`src/rtl/sorted_stream_out.sv`:
```
// sorted_stream_out: captures a ranked 5-value block and streams it out one
// beat per handshake in rank order, flagging blocks whose ranks are not a permutation.
module sorted_stream_out #(
    parameter bit DESCEND = 1'b0
) (
    input  logic       clk,
    input  logic       reset,
    input  logic       in_valid,
    output logic       in_ready,
    input  logic [5:0] i0,
    input  logic [5:0] i1,
    input  logic [5:0] i2,
    input  logic [5:0] i3,
    input  logic [5:0] i4,
    input  logic [5:0] rank0,
    input  logic [5:0] rank1,
    input  logic [5:0] rank2,
    input  logic [5:0] rank3,
    input  logic [5:0] rank4,
    output logic       out_valid,
    input  logic       out_ready,
    output logic [5:0] out_data,
    output logic [2:0] out_idx,
    output logic       out_last,
    output logic       perm_err
);
    typedef enum logic {IDLE, EMIT} state_t;

    state_t     state, state_nx;
    logic [2:0] pos, pos_nx;
    logic [5:0] val [5];
    logic [2:0] rk [5];
    logic [5:0] vin [5];
    logic [5:0] rin [5];
    logic [4:0] seen;
    logic       in_range, ranks_ok, accept, beat, err_nx;
    logic [2:0] target;

    assign vin = '{i0, i1, i2, i3, i4};
    assign rin = '{rank0, rank1, rank2, rank3, rank4};

    // five in-range ranks covering all of 0..4 are necessarily distinct
    always_comb begin
        seen = '0;
        in_range = 1'b1;
        for (int n = 0; n < 5; n++) begin
            if (rin[n] > 6'd4) in_range = 1'b0;
            else seen = seen | (5'd1 << rin[n][2:0]);
        end
        ranks_ok = in_range && (&seen);
    end

    assign out_valid = state == EMIT;
    assign out_last  = out_valid && pos == 3'd4;
    assign in_ready  = (state == IDLE) || (out_last && out_ready);
    assign accept    = in_valid && in_ready;
    assign beat      = out_valid && out_ready;
    assign target    = DESCEND ? 3'd4 - pos : pos;

    always_comb begin
        out_data = '0;
        out_idx  = '0;
        for (int n = 0; n < 5; n++) begin
            if (out_valid && rk[n] == target) begin
                out_data = val[n];
                out_idx  = 3'(n);
            end
        end
    end

    // an accept in EMIT only happens on the final beat, so it overrides the block end
    always_comb begin
        state_nx = state;
        pos_nx   = pos;
        err_nx   = 1'b0;
        if (beat) begin
            pos_nx = pos + 3'd1;
            if (out_last) begin
                state_nx = IDLE;
                pos_nx   = '0;
            end
        end
        if (accept) begin
            state_nx = ranks_ok ? EMIT : IDLE;
            pos_nx   = '0;
            err_nx   = !ranks_ok;
        end
    end

    always_ff @(posedge clk or posedge reset) begin
        if (reset) begin
            state    <= IDLE;
            pos      <= '0;
            perm_err <= 1'b0;
            for (int n = 0; n < 5; n++) begin
                val[n] <= '0;
                rk[n]  <= '0;
            end
        end else begin
            state    <= state_nx;
            pos      <= pos_nx;
            perm_err <= err_nx;
            if (accept) begin
                for (int n = 0; n < 5; n++) begin
                    val[n] <= vin[n];
                    rk[n]  <= rin[n][2:0];
                end
            end
        end
    end
endmodule

```
`config.mk`:
```
export PLATFORM = sky130hd
export DESIGN_NAME = sorted_stream_out
export DESIGN_NICKNAME = d
export VERILOG_FILES = /design/src/rtl/sorted_stream_out.sv
export SDC_FILE = /design/constraint.sdc
export NUM_CORES = 1
export LEC_CHECK = 0
export ABC_AREA = 0
export ABC_CLOCK_PERIOD_IN_PS = 1700
export CAP_MARGIN = 10
export CORE_ASPECT_RATIO = 0.75
export CORE_MARGIN = 4
export CORE_UTILIZATION = 35
export DETAILED_ROUTE_END_ITERATION = 8
export SLEW_MARGIN = 20
export SYNTH_ARGS = -nofsm -noshare
export SYNTH_HDL_FRONTEND = slang
export SYNTH_SLANG_ARGS = --single-unit
```
`constraint.sdc`:
```
create_clock -name clk -period 1.7 [get_ports clk]
set_input_delay 0.17 -clock clk [delete_from_list [all_inputs] [get_ports clk]]
set_output_delay 0.17 -clock clk [all_outputs]
set_load 0.01 [all_outputs]
```
==> run_summary.xml <==
<?xml version="1.0" encoding="UTF-8"?>
<metrics>
  <group name="synth">
    <metric name="synth-seq-area-share" unit="%">45.6</metric>
    <metric name="async_flop_share" unit="%">100</metric>
    <metric name="synth-main-ff-cell" unit="">sky130_fd_sc_hd__dfrtp_1</metric>
    <metric name="synthesis.area_per_instance" unit="um^2">11.0</metric>
    <metric name="total_nets_after_synthesis" unit="">316</metric>
    <metric name="postSynthRegisterBits" unit="">50</metric>
    <metric name="post_synth_inst_count" unit="">250</metric>
    <metric name="number_of_warnings_reported_in_the_yosys_synthesis_log" unit="">0</metric>
    <metric name="edff_count_synth" unit="">0</metric>
    <metric name="netlist_area" unit="um^2">2750</metric>
    <metric name="synthDistinctLibCells" unit="">40</metric>
  </group>
  <group name="timing">
    <metric name="post_layout_min_period" unit="ps">2290</metric>
    <metric name="number_of_pins_exceeding_their_max_slew_limit_in_the_final_report" unit="">0</metric>
    <metric name="max_slew_margin" unit="%">76.4</metric>
    <metric name="setup_viol" unit="">56</metric>
    <metric name="final.setup.worst_slack" unit="ps">-593</metric>
    <metric name="final_worst_path_cycle_share" unit="%">135</metric>
    <metric name="max_freq" unit="GHz">0.436</metric>
    <metric name="timing.clock.skew" unit="ps">5.68</metric>
    <metric name="final_hold_viol_count" unit="">0</metric>
    <metric name="worst_margin_slew" unit="ps">351</metric>
    <metric name="grt_setup_unrepaired" unit="">yes</metric>
  </group>
  <group name="outcome">
    <metric name="violations_in_the_final_reports" unit="">setup timing</metric>
    <metric name="run_status" unit="">finished with violations</metric>
  </group>
  <group name="cells_and_area">
    <metric name="fin_nets" unit="">457</metric>
    <metric name="insertedDiodeCount" unit="">0</metric>
    <metric name="design_area" unit="um^2">4740</metric>
    <metric name="layout.cells.most_common_list" unit="">sky130_fd_sc_hd__clkdlybuf4s50_1, sky130_fd_sc_hd__dfrtp_1, sky130_fd_sc_hd__buf_4</metric>
    <metric name="layout_commonest_cell" unit="">sky130_fd_sc_hd__clkdlybuf4s50_1</metric>
    <metric name="layout_cells_sized_above_1" unit="%">44.4</metric>
    <metric name="fillCellCount" unit="">575</metric>
    <metric name="layout.area.seq" unit="um^2">1250</metric>
    <metric name="area_used_by_multi_input_combinational_logic" unit="um^2">1780</metric>
    <metric name="final-instance-count-excl-fill" unit="">493</metric>
    <metric name="signed_area_change_from_the_synthesized_netlist_to_the_final_layout" unit="%">72.6</metric>
  </group>
  <group name="grt">
    <metric name="via_count_of_the_first_global_routing_pass" unit="">2776</metric>
    <metric name="gr-usage-met3" unit="%">5.92</metric>
    <metric name="number_of_antenna_violations_at_the_first_check_in_global_routing" unit="">0</metric>
    <metric name="gr-max-usage-layer" unit="">met2</metric>
    <metric name="grt_max_degree" unit="">51</metric>
    <metric name="gr-total-overflow" unit="">0</metric>
    <metric name="global_route_wire_length_before_repair" unit="mm">14.8</metric>
    <metric name="use_met1" unit="%">30.1</metric>
    <metric name="met2_usage" unit="%">30.9</metric>
    <metric name="grtUsageTotal" unit="%">20.6</metric>
  </group>
  <group name="clock_tree">
    <metric name="insertion_delay" unit="ps">300</metric>
    <metric name="cts.clk_slew.worst_paths" unit="ps">100</metric>
    <metric name="cts_hold_buf" unit="">0</metric>
    <metric name="cts.htree.levels" unit="">2</metric>
    <metric name="cts.sink_count" unit="">50</metric>
    <metric name="root_buffer" unit="">sky130_fd_sc_hd__clkbuf_8</metric>
    <metric name="cts_tree" unit="">built</metric>
    <metric name="cts_inserted_buffers" unit="">5</metric>
    <metric name="cts_max_path_buffers" unit="">2</metric>
  </group>
  <group name="power">
    <metric name="fin_total_pwr" unit="uW">2930</metric>
    <metric name="irDropWorstVdd" unit="mV">0.459</metric>
    <metric name="power_density" unit="nW/um^2">619</metric>
    <metric name="leakage" unit="uW">0.00208</metric>
  </group>
  <group name="setup_path">
    <metric name="cp_delay_by_family_top" unit="">buffers and inverters</metric>
    <metric name="critPathMaxStageDelay" unit="ps">430</metric>
    <metric name="crit_path_start_kind" unit="">register</metric>
    <metric name="worst-path-max-fanout" unit="">5</metric>
    <metric name="critical_path.most_common_cell" unit="">sky130_fd_sc_hd__buf_6</metric>
    <metric name="worst_setup_path_end_kind" unit="">output port</metric>
    <metric name="worst_ep_arrival_time" unit="ps">2120</metric>
    <metric name="critical_path.cell_chain" unit="">buf_6 -&gt; xor2_2 -&gt; or3_4 -&gt; buf_6 -&gt; a32oi_2 -&gt; nor2_1 -&gt; o22a_1 -&gt; buf_2</metric>
    <metric name="timing.setup.critical_path_class" unit="">reg -&gt; out</metric>
    <metric name="cp_slowest_cell" unit="">sky130_fd_sc_hd__dfrtp_1</metric>
    <metric name="required" unit="ps">1530</metric>
    <metric name="worst-path-buf-inv" unit="">3</metric>
  </group>
  <group name="floorplanning">
    <metric name="design.die.area" unit="um^2">9340</metric>
    <metric name="core_region_area" unit="um^2">7500</metric>
    <metric name="rows" unit="">27</metric>
    <metric name="start_util" unit="%">36.6</metric>
    <metric name="dieHeight" unit="um">84.7</metric>
    <metric name="die_width" unit="um">110</metric>
    <metric name="io_pins" unit="">77</metric>
  </group>
  <group name="detailed_routing">
    <metric name="dr.first_iter.drc_count" unit="">145</metric>
    <metric name="vias" unit="">2590</metric>
    <metric name="drt.antenna.violating_nets" unit="">0</metric>
    <metric name="drt-wirelength-per-cell" unit="um">18.6</metric>
    <metric name="drtPass1Iterations" unit="">4</metric>
    <metric name="wl" unit="mm">9.18</metric>
    <metric name="routed_via_density" unit="">5.25</metric>
    <metric name="post-route-drc-count" unit="">0</metric>
  </group>
  <group name="run">
    <metric name="timing.max_cap.violations" unit="">0</metric>
  </group>
  <group name="placement">
    <metric name="final_weighted_congestion_in_routability_driven_placement" unit="">0.814</metric>
    <metric name="dpl.cell_count" unit="">469</metric>
    <metric name="dpl-instance-area" unit="um^2">4070</metric>
    <metric name="placement.io_buffers" unit="">76</metric>
    <metric name="hpwl" unit="mm">5.96</metric>
  </group>
  <group name="min_path">
    <metric name="path_class_of_the_lowest_slack_min_delay_path" unit="">in -&gt; async</metric>
  </group>
</metrics>
worst register-to-register path, stage by stage, from the launching register on:
cell                      delay (ps)
sky130_fd_sc_hd__dfrtp_1         430
sky130_fd_sc_hd__buf_6           160
sky130_fd_sc_hd__buf_6           120
sky130_fd_sc_hd__inv_4            50
sky130_fd_sc_hd__ha_4            140
sky130_fd_sc_hd__nand3_2          70
sky130_fd_sc_hd__nand2_2          80
sky130_fd_sc_hd__and2_4          230
sky130_fd_sc_hd__buf_12          140
sky130_fd_sc_hd__buf_12          130
sky130_fd_sc_hd__mux2_4          300
final timing paths:
| path | from | to | slack, ps | cells after the start |
|---|---|---|---|---|
| worst min-delay path | reset | val[18] | 210 | 3 |
| min in group clk | i1[0] | val[18] | 470 | 2 |
| worst max-delay path | pos[1] | out_data[0] | -590 | 8 |
| worst max register to register | pos[1] | val[3] | -240 | 10 |
| worst min register to register | val[9] | val[9] | 520 | 1 |
| max in group asynchronous | reset | pos[0] | 1230 | 3 |
cells in the mapped netlist (4+ instances only):
cell / n / share of area, %
sky130_fd_sc_hd__mux2_2: 44 / 18
sky130_fd_sc_hd__xor2_1: 9 / 2.9
sky130_fd_sc_hd__nand3_1: 14 / 2.6
sky130_fd_sc_hd__nor2b_1: 4 / 0.91
sky130_fd_sc_hd__xnor2_1: 5 / 1.6
sky130_fd_sc_hd__a22oi_1: 4 / 1.1
sky130_fd_sc_hd__buf_2: 6 / 1.1
sky130_fd_sc_hd__inv_1: 8 / 1.1
sky130_fd_sc_hd__nor2_1: 12 / 1.6
sky130_fd_sc_hd__dfrtp_1: 50 / 46
sky130_fd_sc_hd__a32oi_1: 6 / 1.9
sky130_fd_sc_hd__nor4_1: 5 / 1.1
sky130_fd_sc_hd__nand4_1: 6 / 1.4
sky130_fd_sc_hd__nor3_1: 6 / 1.1
sky130_fd_sc_hd__nand2_1: 13 / 1.8
sky130_fd_sc_hd__o21ai_0: 13 / 2.4
through the flow:
step	utilization, %	worst slack, ps	TNS, ps	hold slack, ps
floorplan	-	-109	-1410	287
global placement	54.3	-592	-14160	491
detailed placement	54.3	-635	-15740	497
CTS	62.8	-572	-19950	225
global route	63.2	-675	-18130	261
finish	63.2	-593	-13690	209
registers in the layout, indices dropped and copies added (netlist names):
signal	flops
perm_err	1
pos	3
rk	15
out_valid	1
val	30
logic make-up after synthesis:
group | after synthesis | synth area share [%]
DFF | 50 | 45.6
muxes | 45 | 18.4
AOI/OAI and AO/OA | 46 | 11.9
and+or+nand+nor | 73 | 14.6
adders and majority gates | 2 | 0.911
xor gates and xnor gates | 14 | 4.47
buffers and inverters | 20 | 4.15
report_power, final:
group / internal, uW / leakage (uW) / switching, uW
clock network: 440 / 0.0000514 / 406
registers: 1300 / 0.000591 / 98.9
logic: 454 / 0.00144 / 238
routing by layer:
layer  wire [um]  up-vias
li1            -     1211
met1        4370     1294
met2        4180       71
met3         520       14
met4         104        0
met5           0        -
what timing repair did:
item,CTS,global route
pin swaps,17,11
cloned,6,0
gates resized for setup,117,37
setup endpoints to repair,58,58
setup buffers,16,7
hold endpoints to repair,0,0
layout make-up:
cell class                      instances  share of cell area, %
Clock buffer                            6                   1.53
Clock inverter                          2                  0.792
Inverter                               10                  0.977
Multi-Input combinational cell        180                   37.6
Sequential cell                        50                   26.5
Tap cell                              101                   2.67
Timing Repair Buffer                  144                   29.9
(Power assumes the default switching activity.)
